===== src/rtl/adc_capture_writer.sv =====
`default_nettype none
// ============================================================================
//  Module      : adc_capture_writer
//  Description : Write side of the dual-channel circular sample buffers.
//                When armed, streams CH1/CH2 samples into the buffer, keeps
//                PRE pre-trigger samples, waits for a level/slope (or forced)
//                trigger, fills the rest of the frame and then freezes,
//                reporting the trigger and frame start addresses.
//  Ports       :
//    cs           sample clock, one sample per rising edge
//    rst          synchronous reset, active-high
//    arm          start a capture (level, ignored while busy)
//    force_trig   trigger immediately while waiting for a trigger
//    trig_src     0 = trigger on ch1_in, 1 = ch2_in
//    trig_slope   0 = rising, 1 = falling
//    trig_level   unsigned trigger threshold
//    ch1_in       channel 1 ADC sample
//    ch2_in       channel 2 ADC sample
//    wr_en        buffer write strobe
//    wr_addr      buffer write address (shared by both channels)
//    ch1_wr_data  channel 1 write data
//    ch2_wr_data  channel 2 write data
//    trig_addr    address holding the trigger sample
//    start_addr   oldest sample of the frame
//    busy         capture in progress
//    done         frame complete and frozen
//  Revision    : 1.0 - initial release
// ============================================================================
module adc_capture_writer #(
   parameter int DEPTH = 15360,
   parameter int AW    = 14,
   parameter int DW    = 12,
   parameter int PRE   = 7680
) (
   input  logic          cs,
   input  logic          rst,
   input  logic          arm,
   input  logic          force_trig,
   input  logic          trig_src,
   input  logic          trig_slope,
   input  logic [DW-1:0] trig_level,
   input  logic [DW-1:0] ch1_in,
   input  logic [DW-1:0] ch2_in,
   output logic          wr_en,
   output logic [AW-1:0] wr_addr,
   output logic [DW-1:0] ch1_wr_data,
   output logic [DW-1:0] ch2_wr_data,
   output logic [AW-1:0] trig_addr,
   output logic [AW-1:0] start_addr,
   output logic          busy,
   output logic          done
);

   localparam logic [AW-1:0] c_last_addr      = AW'(DEPTH - 1);
   localparam logic [AW-1:0] c_pre            = AW'(PRE);
   localparam logic [AW-1:0] c_pre_last       = AW'(PRE - 1);
   localparam logic [AW-1:0] c_depth_less_pre = AW'(DEPTH - PRE);
   localparam logic [AW-1:0] c_post_last      = AW'(DEPTH - PRE - 2);

   typedef enum logic [2:0] {
      S_IDLE      = 3'd0,
      S_PREFILL   = 3'd1,
      S_WAIT_TRIG = 3'd2,
      S_POST      = 3'd3,
      S_DONE      = 3'd4
   } state_t;

   state_t        r_state;
   state_t        w_state_next;
   logic [AW-1:0] r_ptr;
   logic [AW-1:0] r_cnt;
   logic          r_wr_en;
   logic [AW-1:0] r_wr_addr;
   logic [DW-1:0] r_ch1;
   logic [DW-1:0] r_ch2;
   logic [AW-1:0] r_trig_addr;
   logic [AW-1:0] r_start_addr;
   logic          r_busy;
   logic          r_done;

   logic [DW-1:0] w_cur;
   logic [DW-1:0] w_prev;
   logic          w_level_hit;
   logic          w_trig;
   logic [AW-1:0] w_ptr_next;
   logic [AW-1:0] w_start;
   logic          w_active;

   // The write-data registers always hold the last sample written since ARM,
   // so they double as the "previous sample" for slope detection.
   always_comb begin
      w_cur       = trig_src ? ch2_in : ch1_in;
      w_prev      = trig_src ? r_ch2  : r_ch1;
      w_level_hit = trig_slope ? ((w_prev > trig_level) && (w_cur <= trig_level))
                               : ((w_prev < trig_level) && (w_cur >= trig_level));
      w_trig      = (r_state == S_WAIT_TRIG) && (w_level_hit || force_trig);
      w_ptr_next  = (r_ptr == c_last_addr) ? '0 : r_ptr + 1'b1;
      // Modular subtraction without relying on 2**AW wrap.
      w_start     = (r_ptr >= c_pre) ? (r_ptr - c_pre) : (r_ptr + c_depth_less_pre);
      w_active    = (r_state == S_PREFILL) || (r_state == S_WAIT_TRIG) ||
                    (r_state == S_POST);
   end

   // Next-state logic
   always_comb begin
      w_state_next = r_state;
      case (r_state)
         S_IDLE: begin
            if (arm) w_state_next = S_PREFILL;
         end
         S_PREFILL: begin
            if (r_cnt == c_pre_last) w_state_next = S_WAIT_TRIG;
         end
         S_WAIT_TRIG: begin
            if (w_trig) w_state_next = S_POST;
         end
         S_POST: begin
            if (r_cnt == c_post_last) w_state_next = S_DONE;
         end
         S_DONE: begin
            // First DONE edge retires busy; ARM is ignored until then.
            if (!r_busy && arm) w_state_next = S_PREFILL;
         end
         default: w_state_next = S_IDLE;
      endcase
   end

   // State register
   always_ff @(posedge cs) begin
      if (rst) r_state <= S_IDLE;
      else     r_state <= w_state_next;
   end

   // Datapath and registered outputs
   always_ff @(posedge cs) begin
      if (rst) begin
         r_ptr        <= '0;
         r_cnt        <= '0;
         r_wr_en      <= 1'b0;
         r_wr_addr    <= '0;
         r_ch1        <= '0;
         r_ch2        <= '0;
         r_trig_addr  <= '0;
         r_start_addr <= '0;
         r_busy       <= 1'b0;
         r_done       <= 1'b0;
      end else if (w_active) begin
         r_wr_en   <= 1'b1;
         r_wr_addr <= r_ptr;
         r_ch1     <= ch1_in;
         r_ch2     <= ch2_in;
         r_ptr     <= w_ptr_next;
         case (r_state)
            S_PREFILL: r_cnt <= (r_cnt == c_pre_last) ? '0 : r_cnt + 1'b1;
            S_WAIT_TRIG: begin
               if (w_trig) begin
                  r_trig_addr  <= r_ptr;
                  r_start_addr <= w_start;
                  r_cnt        <= '0;
               end
            end
            default: r_cnt <= r_cnt + 1'b1;
         endcase
      end else begin
         r_wr_en <= 1'b0;
         if ((r_state == S_DONE) && r_busy) begin
            r_busy <= 1'b0;
            r_done <= 1'b1;
         end else if (arm) begin
            r_done <= 1'b0;
            r_busy <= 1'b1;
            r_ptr  <= '0;
            r_cnt  <= '0;
         end
      end
   end

   assign wr_en       = r_wr_en;
   assign wr_addr     = r_wr_addr;
   assign ch1_wr_data = r_ch1;
   assign ch2_wr_data = r_ch2;
   assign trig_addr   = r_trig_addr;
   assign start_addr  = r_start_addr;
   assign busy        = r_busy;
   assign done        = r_done;

endmodule
`default_nettype wire

===== config.mk =====
export PLATFORM = sky130hd
export DESIGN_NAME = adc_capture_writer
export DESIGN_NICKNAME = d
export VERILOG_FILES = /design/src/rtl/adc_capture_writer.sv
export SDC_FILE = /design/constraint.sdc
export NUM_CORES = 1
export LEC_CHECK = 0
export CAP_MARGIN = 10
export CELL_PAD_IN_SITES_DETAIL_PLACEMENT = 2
export CELL_PAD_IN_SITES_GLOBAL_PLACEMENT = 2
export CORE_ASPECT_RATIO = 1.5
export CORE_MARGIN = 2
export CORE_UTILIZATION = 29
export DETAILED_ROUTE_END_ITERATION = 6
export MAX_ROUTING_LAYER = met4
export PLACE_DENSITY_LB_ADDON = 0.25
export SLEW_MARGIN = 20
export SYNTH_ARGS = -nofsm -noshare
export SYNTH_HDL_FRONTEND = slang
export SYNTH_SLANG_ARGS = --single-unit
export TNS_END_PERCENT = 50

===== constraint.sdc =====
create_clock -name cs -period 4.3 [get_ports cs]
set_clock_uncertainty 0.15 [all_clocks]
set_input_delay 0.86 -clock cs [delete_from_list [all_inputs] [get_ports cs]]
set_output_delay 0.86 -clock cs [all_outputs]
set_load 0.05 [all_outputs]

# [Word level (Yosys, flattened, before mapping)]
# Index checks and enable logic that the tools add are counted.
[totals] memories=0 mem_bits_ro=0 inputBits=42 latchBits=0 ramBits=0 ff_bits=100
[classes] mux=23 shifts=0 bitwise=1 order_cmp=5 addsub=4 n_mul=0 eq_ne=14 reduce_logical=17 n_div=0
[ops] operator="2-to-1 mux 14 bit" n=8
[ops] operator="adder 14 x 1 -> 14 bit, second input constant" n=2
[ops] operator="== test 14 x 13 -> 1 bit, second input constant" n=2
[ops] operator="one-hot mux 14 bit (2 select lines)" n=1
[ops] operator="2-to-1 mux 12 bit" n=2
[ops] operator="2-to-1 mux 3 bit" n=5
[ops] operator="one-hot mux 3 bit (5 select lines)" n=1
[ops] operator="adder 14 x 13 -> 14 bit, second input constant" n=1
[ops] operator="== test 14 bit, second input constant" n=1
[ops] operator="greater-or-equal comparator 14 x 13 -> 1 bit, second input constant" n=1
[ops] operator="subtractor 14 x 13 -> 14 bit, second input constant" n=1
[ops] operator="greater-or-equal comparator 12 bit" n=1
[ops] operator="greater-than comparator 12 bit" n=1
[ops] operator="<= comparator 12 bit" n=1
[ops] operator="less-than comparator 12 bit" n=1
[ops] operator="!= test 2 bit, second input constant" n=4
[ops] operator="== test 3 x 2 -> 1 bit, second input constant" n=2
[ops] operator="2-to-1 mux 1 bit" n=6
[ops] operator="AND reduction 3 bit" n=2
[ops] operator="logical AND 1 bit" n=5
[ops] operator="AND reduction 5 bit" n=1
[ops] operator="!= test 2 x 1 -> 1 bit, second input constant" n=2
[ops] operator="AND reduction 2 bit" n=2
[ops] operator="nonzero test 2 bit" n=2
[ops] operator="other kinds (7)" n=9

# [Logic depth before layout (Yosys ltp)]
[depth] ltp_word=9 depth_mapped=12 depth_no_buf=9

# [Least setup slack after synthesis]
# No wires, ideal clock.
[synth_path] path_type="input to register" start="in trig_src" end="reg r_cnt[12]" setup_ns=0.088 stages=12 path_slack_ns=0.461 path_buffers=3 arrival_time_ns=3.601 required_ns=4.062 cell_sequence="clkbuf_1 clkbuf_1 mux2_2 ha_1 nor2b_1 o211ai_1 a21o_1 a221o_1 a32oi_4 a21oi_2 buf_6 a311oi_2"
[synth_via] elab_chain_len=8 word_cells_on_any_way=13
[synth_rtl] element="start: declaration" line="39" rtl="input logic trig_src,"
[synth_rtl] element="2-to-1 mux 12 bit (on tied branches)" line="93, 92"
[synth_rtl] element="less-than comparator 12 bit, or another cell as far along" line="95" rtl=": ((w_prev < trig_level) && (w_cur >= trig_level));"
[synth_rtl] element="logical AND 1 bit (on tied branches)" line="95, 94"
[synth_rtl] element="2-to-1 mux 1 bit *" line="94" rtl="w_level_hit = trig_slope ? ((w_prev > trig_level) && (w_cur <= trig_level))"
[synth_rtl] element="logical OR 1 bit *" line="96" rtl="w_trig = (r_state == S_WAIT_TRIG) && (w_level_hit || force_trig);"
[synth_rtl] element="logical AND 1 bit *" line="96"
[synth_rtl] element="!= test 3 bit (no source line) *"
[synth_rtl] element="AND reduction 3 bit (no source line) *"
[synth_rtl] element="end signal: assignment" line="154" rtl="S_PREFILL: r_cnt <= (r_cnt == c_pre_last) ? '0 : r_cnt + 1'b1;"
[synth_rtl] element="end signal: assignment" line="162" rtl="default: r_cnt <= r_cnt + 1'b1;"
[synth_rtl] element="end: declaration" line="71" rtl="logic [AW-1:0] r_cnt;"
# Every way passes the cells marked *; elsewhere a longest branch is shown, timed or not.
# A chain may end at the register's enable or synchronous reset.

# [Worst setup path in the final report]
[layout_path] start="in trig_src" end="reg r_start_addr[12] (netlist: start_addr[12])"
[layout_via] elab_chain_len=7 word_cells_on_any_way=12
[layout_rtl] element="2-to-1 mux 12 bit (on tied branches)" line="93, 92"
[layout_rtl] element="less-than comparator 12 bit, or another cell as far along" line="95"
[layout_rtl] element="logical AND 1 bit (on tied branches)" line="95, 94"
[layout_rtl] element="2-to-1 mux 1 bit *" line="94"
[layout_rtl] element="logical OR 1 bit *" line="96"
[layout_rtl] element="logical AND 1 bit *" line="96"
[layout_rtl] element="AND reduction 3 bit (no source line) *"
[layout_rtl] element="end signal: assignment" line="158" rtl="r_start_addr <= w_start;"
[layout_rtl] element="end: declaration" line="77" rtl="logic [AW-1:0] r_start_addr;"
# Marked as above.

==> summary.txt <==
Floorplan
  • Starting Density: between 20% and 30%
  • Core Area: 0.0166 sq mm
  • Die height: 163 um
  • Die area: ~0.018 sq mm
  • Die W: 110 um
  • # IOs: 111
  • FP Rows: between 50 and 60

Min path
  • Worst hold path type: reg -> reg

Power
  • VDD IR-drop max: between 0.15 and 0.2 mV
  • Pleak: between 2 and 2.5 nW
  • Switching pwr: between 0.0006 and 0.0007 W
  • PwrDens: 320 mW/mm^2
  • Switching Fraction: 30.6%
  • Combinational power share: a little under a fifth
  • Internal power: 0.00142 W
  • Clock power share: 38.1%
  • Sequential Power Share: ~44%

Placement
  • PortBufs: 110
  • Final GP Congestion: just under 0.8
  • DP Worst Slack: -206 ps
  • HPWL after detailed placement: 12300 um

Route
  • Post-DRT Antenna Nets: 0
  • Vias: between 4000 and 5000
  • DRT Pass-1 Iters: 4
  • Final WL: 16600 um
  • Initial DRC count: 146
  • Vias per cell: around 5.2
  • DR DRC count: 0
  • Routed wire per std cell: between 15 and 20 um

STA
  • Slew Limit Headroom: 44.4%
  • Max Clk Rate: 0.255 GHz
  • Post-route clock period utilization: 91.3%
  • Post-route setup slack: 375 ps
  • Endpoints failing setup: 0
  • RSZ-0062 raised after global routing: false
  • Crit path time final: 3930 ps
  • Hold slack: around 310 ps
  • Worst-Margin Slew: 833 ps
  • Final hold violation count: 0
  • Slew Viols, Final: 0

Synthesis
  • Post-synthesis adder-cell area fraction: about 7.7%
  • Largest area contributor in the netlist: dfxtp_1
  • Post-Synth XOR/XNOR Area: 1.79%
  • Synth area leaders: dfxtp_1 (37%), a21oi_1 (8.2%), nand2_1 (7.8%), ha_1 (7.7%), mux2_2 (5.1%)
  • Synth warnings: 0
  • Synth Area per Inst: approximately 8.1 sq um
  • Asr flop ratio synth: 0%
  • Synthesized netlist cell count: 604
  • Register area share after synthesis: 37.3%
  • Syn_nets: between 600 and 700
  • Compound-Gate Fraction of Synth Area: between 20% and 30%
  • Largest family of logic cells by synthesized area: compound AO/OA/AOI/OAI gates
  • Flops & latches, synth: between 90 and 100
  • Simple logic cell fraction of the synthesized area: about a fifth
  • Mux share of post-synthesis cell area: approximately 5.9%
  • Synth top area share: between 30% and 40%
  • Number of synthesized flops with an enable pin: 0
  • Main flop type after synthesis: dfxtp_1
  • Synth Cell Area: slightly below 0.005 sq mm
  • Netlist cell types: 54

Layout
  • Area growth syn-to-layout: 30.7%
  • ANT cells: 0
  • Layout cells sized above 1: a little under a tenth
  • Nets: 753
  • Fillers: between 1500 and 2000

Worst setup path
  • Crit-path max FO: 24
  • Slowest cell on crit path: clkdlybuf4s50_1
  • Critical path buffer and inverter count: 3
  • Crit path top cell by count: nor2_1
  • CP required: about 4400 ps
  • Critical Path AT: around 4000 ps
  • Crit-path leading delay family: compound AO/OA/AOI/OAI gates
  • Crit path cell chain: clkdlybuf4s50_1 > buf_12 > mux2_2 > ha_1 > nand2_1 > o21ai_1 > nor2_1 > a221o_1 > a32oi_4 > buf_4 > nor2_1 > a211oi_1
  • Critical Path Start Type: input port
  • Critical Path Sink Type: register
  • Crit path largest cell delay: ~510 ps
  • Kind of critical path: in -> reg

Run status
  • Status: finished clean

CTS
  • H-tree depth: 3
  • Worst skew pair latency: between 300 and 400 ps
  • CTS clk-pin slew, worst paths: 70 ps
  • Clock Tree Buf Depth: 2
  • TritonCTS Buffers: 9
  • CTS tree: built
  • Hold buffer count at CTS: 0
  • CTS Sinks: approximately 90
  • Clk root buf: clkbuf_16

GRT
  • Largest net degree at the start of global routing: 35
  • Vias in the first global route: 5130
  • First-pass GRT wire length: between 20000 and 30000 um
  • GR Overflow Total: 0
  • GRT Util Overall: just under 20%
  • Initial antenna violation count: 0

Flow run
  • Max Cap Violations: 0
[cell families (layout without fill, tap and decap cells)]
group | Yosys count | count (layout)
xor+xnor | 10 | 10
buf+inv | 71 | 153
compound gates | 164 | 164
mux | 26 | 26
simple gates | 212 | 212
fa+ha+maj | 30 | 30
flops | 91 | 91
[stage by stage]
| step | setup TNS [ps] | utilization, % | power (W) | area [sq um] | std cells |
|---|---|---|---|---|---|
| 2_1_floorplan | 0 | - | 0.00114 | 4880 | 604 |
| 3_3_place_gp | -793 | 36.6 | 0.00127 | 6080 | 880 |
| 3_5_place_dp | -3690 | 36.6 | 0.00129 | 6080 | 880 |
| 4_1_cts | 0 | 38.3 | 0.00207 | 6370 | 896 |
| 5_1_grt | 0 | 38.4 | 0.00214 | 6380 | 896 |
| 6_report | 0 | 38.4 | 0.00204 | 6380 | 896 |
[cell type report]
type	instances	area (sq um)	area share, %
clock buffer	10	239	3.75
clock inverter	6	48.8	0.765
inverter	21	78.8	1.24
multi-input combinational	442	2770	43.5
sequential	91	1820	28.6
tap	210	263	4.12
timing repair buffer	116	1150	18.1
[synth_stat cells (6+ instances only)]
library cell,n
nand2_1,102
dfxtp_1,91
a21oi_1,80
nor2_1,40
clkbuf_1,35
ha_1,30
nand3_1,30
o21ai_0,26
mux2_2,22
inv_1,21
nand4_1,12
buf_4,9
a211oi_1,7
nor3_1,7
a211oi_2,6
[metal layers]
metal | routed length, um | vias up | share of wire (%) | global-route usage, %
met3 | 572 | 13 | 3.4 | 2.44
li1 | - | 2275 | - | -
met1 | 6880 | 2287 | 41 | 22.3
met4 | 166 | 0 | 1.0 | 4.60
met5 | 0 | - | 0 | -
met2 | 8970 | 91 | 54 | 35.8
[final timing paths]
path                  start              to  slack [ps]  cells after the start
max                trig_src  start_addr[12]         370                     12
min              wr_addr[9]      wr_addr[9]         310                      2
max reg2reg  ch1_wr_data[9]  start_addr[12]        1350                      9
min reg2reg      wr_addr[9]      wr_addr[9]         310                      2
[cell usage in the layout, fill, tap and decap left out, types with 2 or more instances in the layout]
master	netlist	routed
a211oi_1	7	7
a211oi_2	6	6
a21o_1	3	3
a21oi_1	80	80
a311oi_1	5	5
a311oi_2	4	4
a31oi_1	5	5
a41oi_1	4	4
buf_4	9	5
clkbuf_16	0	9
clkdlybuf4s50_1	0	109
clkinv_4	0	2
clkinvlp_4	0	3
dfxtp_1	91	91
ha_1	30	30
inv_1	21	21
mux2_2	22	22
mux2i_1	4	4
nand2_1	102	102
nand2b_1	3	3
nand3_1	30	30
nand4_1	12	12
nor2_1	40	38
nor2_2	0	2
nor2b_1	4	4
nor3_1	7	7
o211ai_1	2	2
o21a_1	2	2
o21ai_0	26	26
o21ai_1	4	3
o31ai_1	3	3
or2_2	2	2
or3_1	5	5
xnor2_1	5	5
xor2_1	5	5
[tightest hold or removal path, stage by stage (launching register included)]
cell     delay (ps)
dfxtp_1         310
nand2_1          50
a21oi_1          60
[power by group through the flow]
stage | Clock [W] | Combinational, W | Sequential, W
5_1_grt | 0.000841 | 0.000411 | 0.000890
3_5_place_dp | 0 | 0.000378 | 0.000908
4_1_cts | 0.000802 | 0.000381 | 0.000888
6_report | 0.000777 | 0.000375 | 0.000887
2_1_floorplan | 0 | 0.000179 | 0.000956
3_3_place_gp | 0 | 0.000363 | 0.000906
[registers in the layout, summed over array words and instances, names as in the netlist]
signal and cells:
wr_en 1, busy 1, start_addr 5, wr_addr 14, r_ptr 14, r_state 3
r_cnt 14, done 1, ch2_wr_data 12, trig_addr 14, ch1_wr_data 12
[timing repair]
action	in CTS	in global routing
resized for setup	0	2
setup buffers	0	0
endpoints found under the setup margin	0	23
Power figures use the tool's default switching activity.
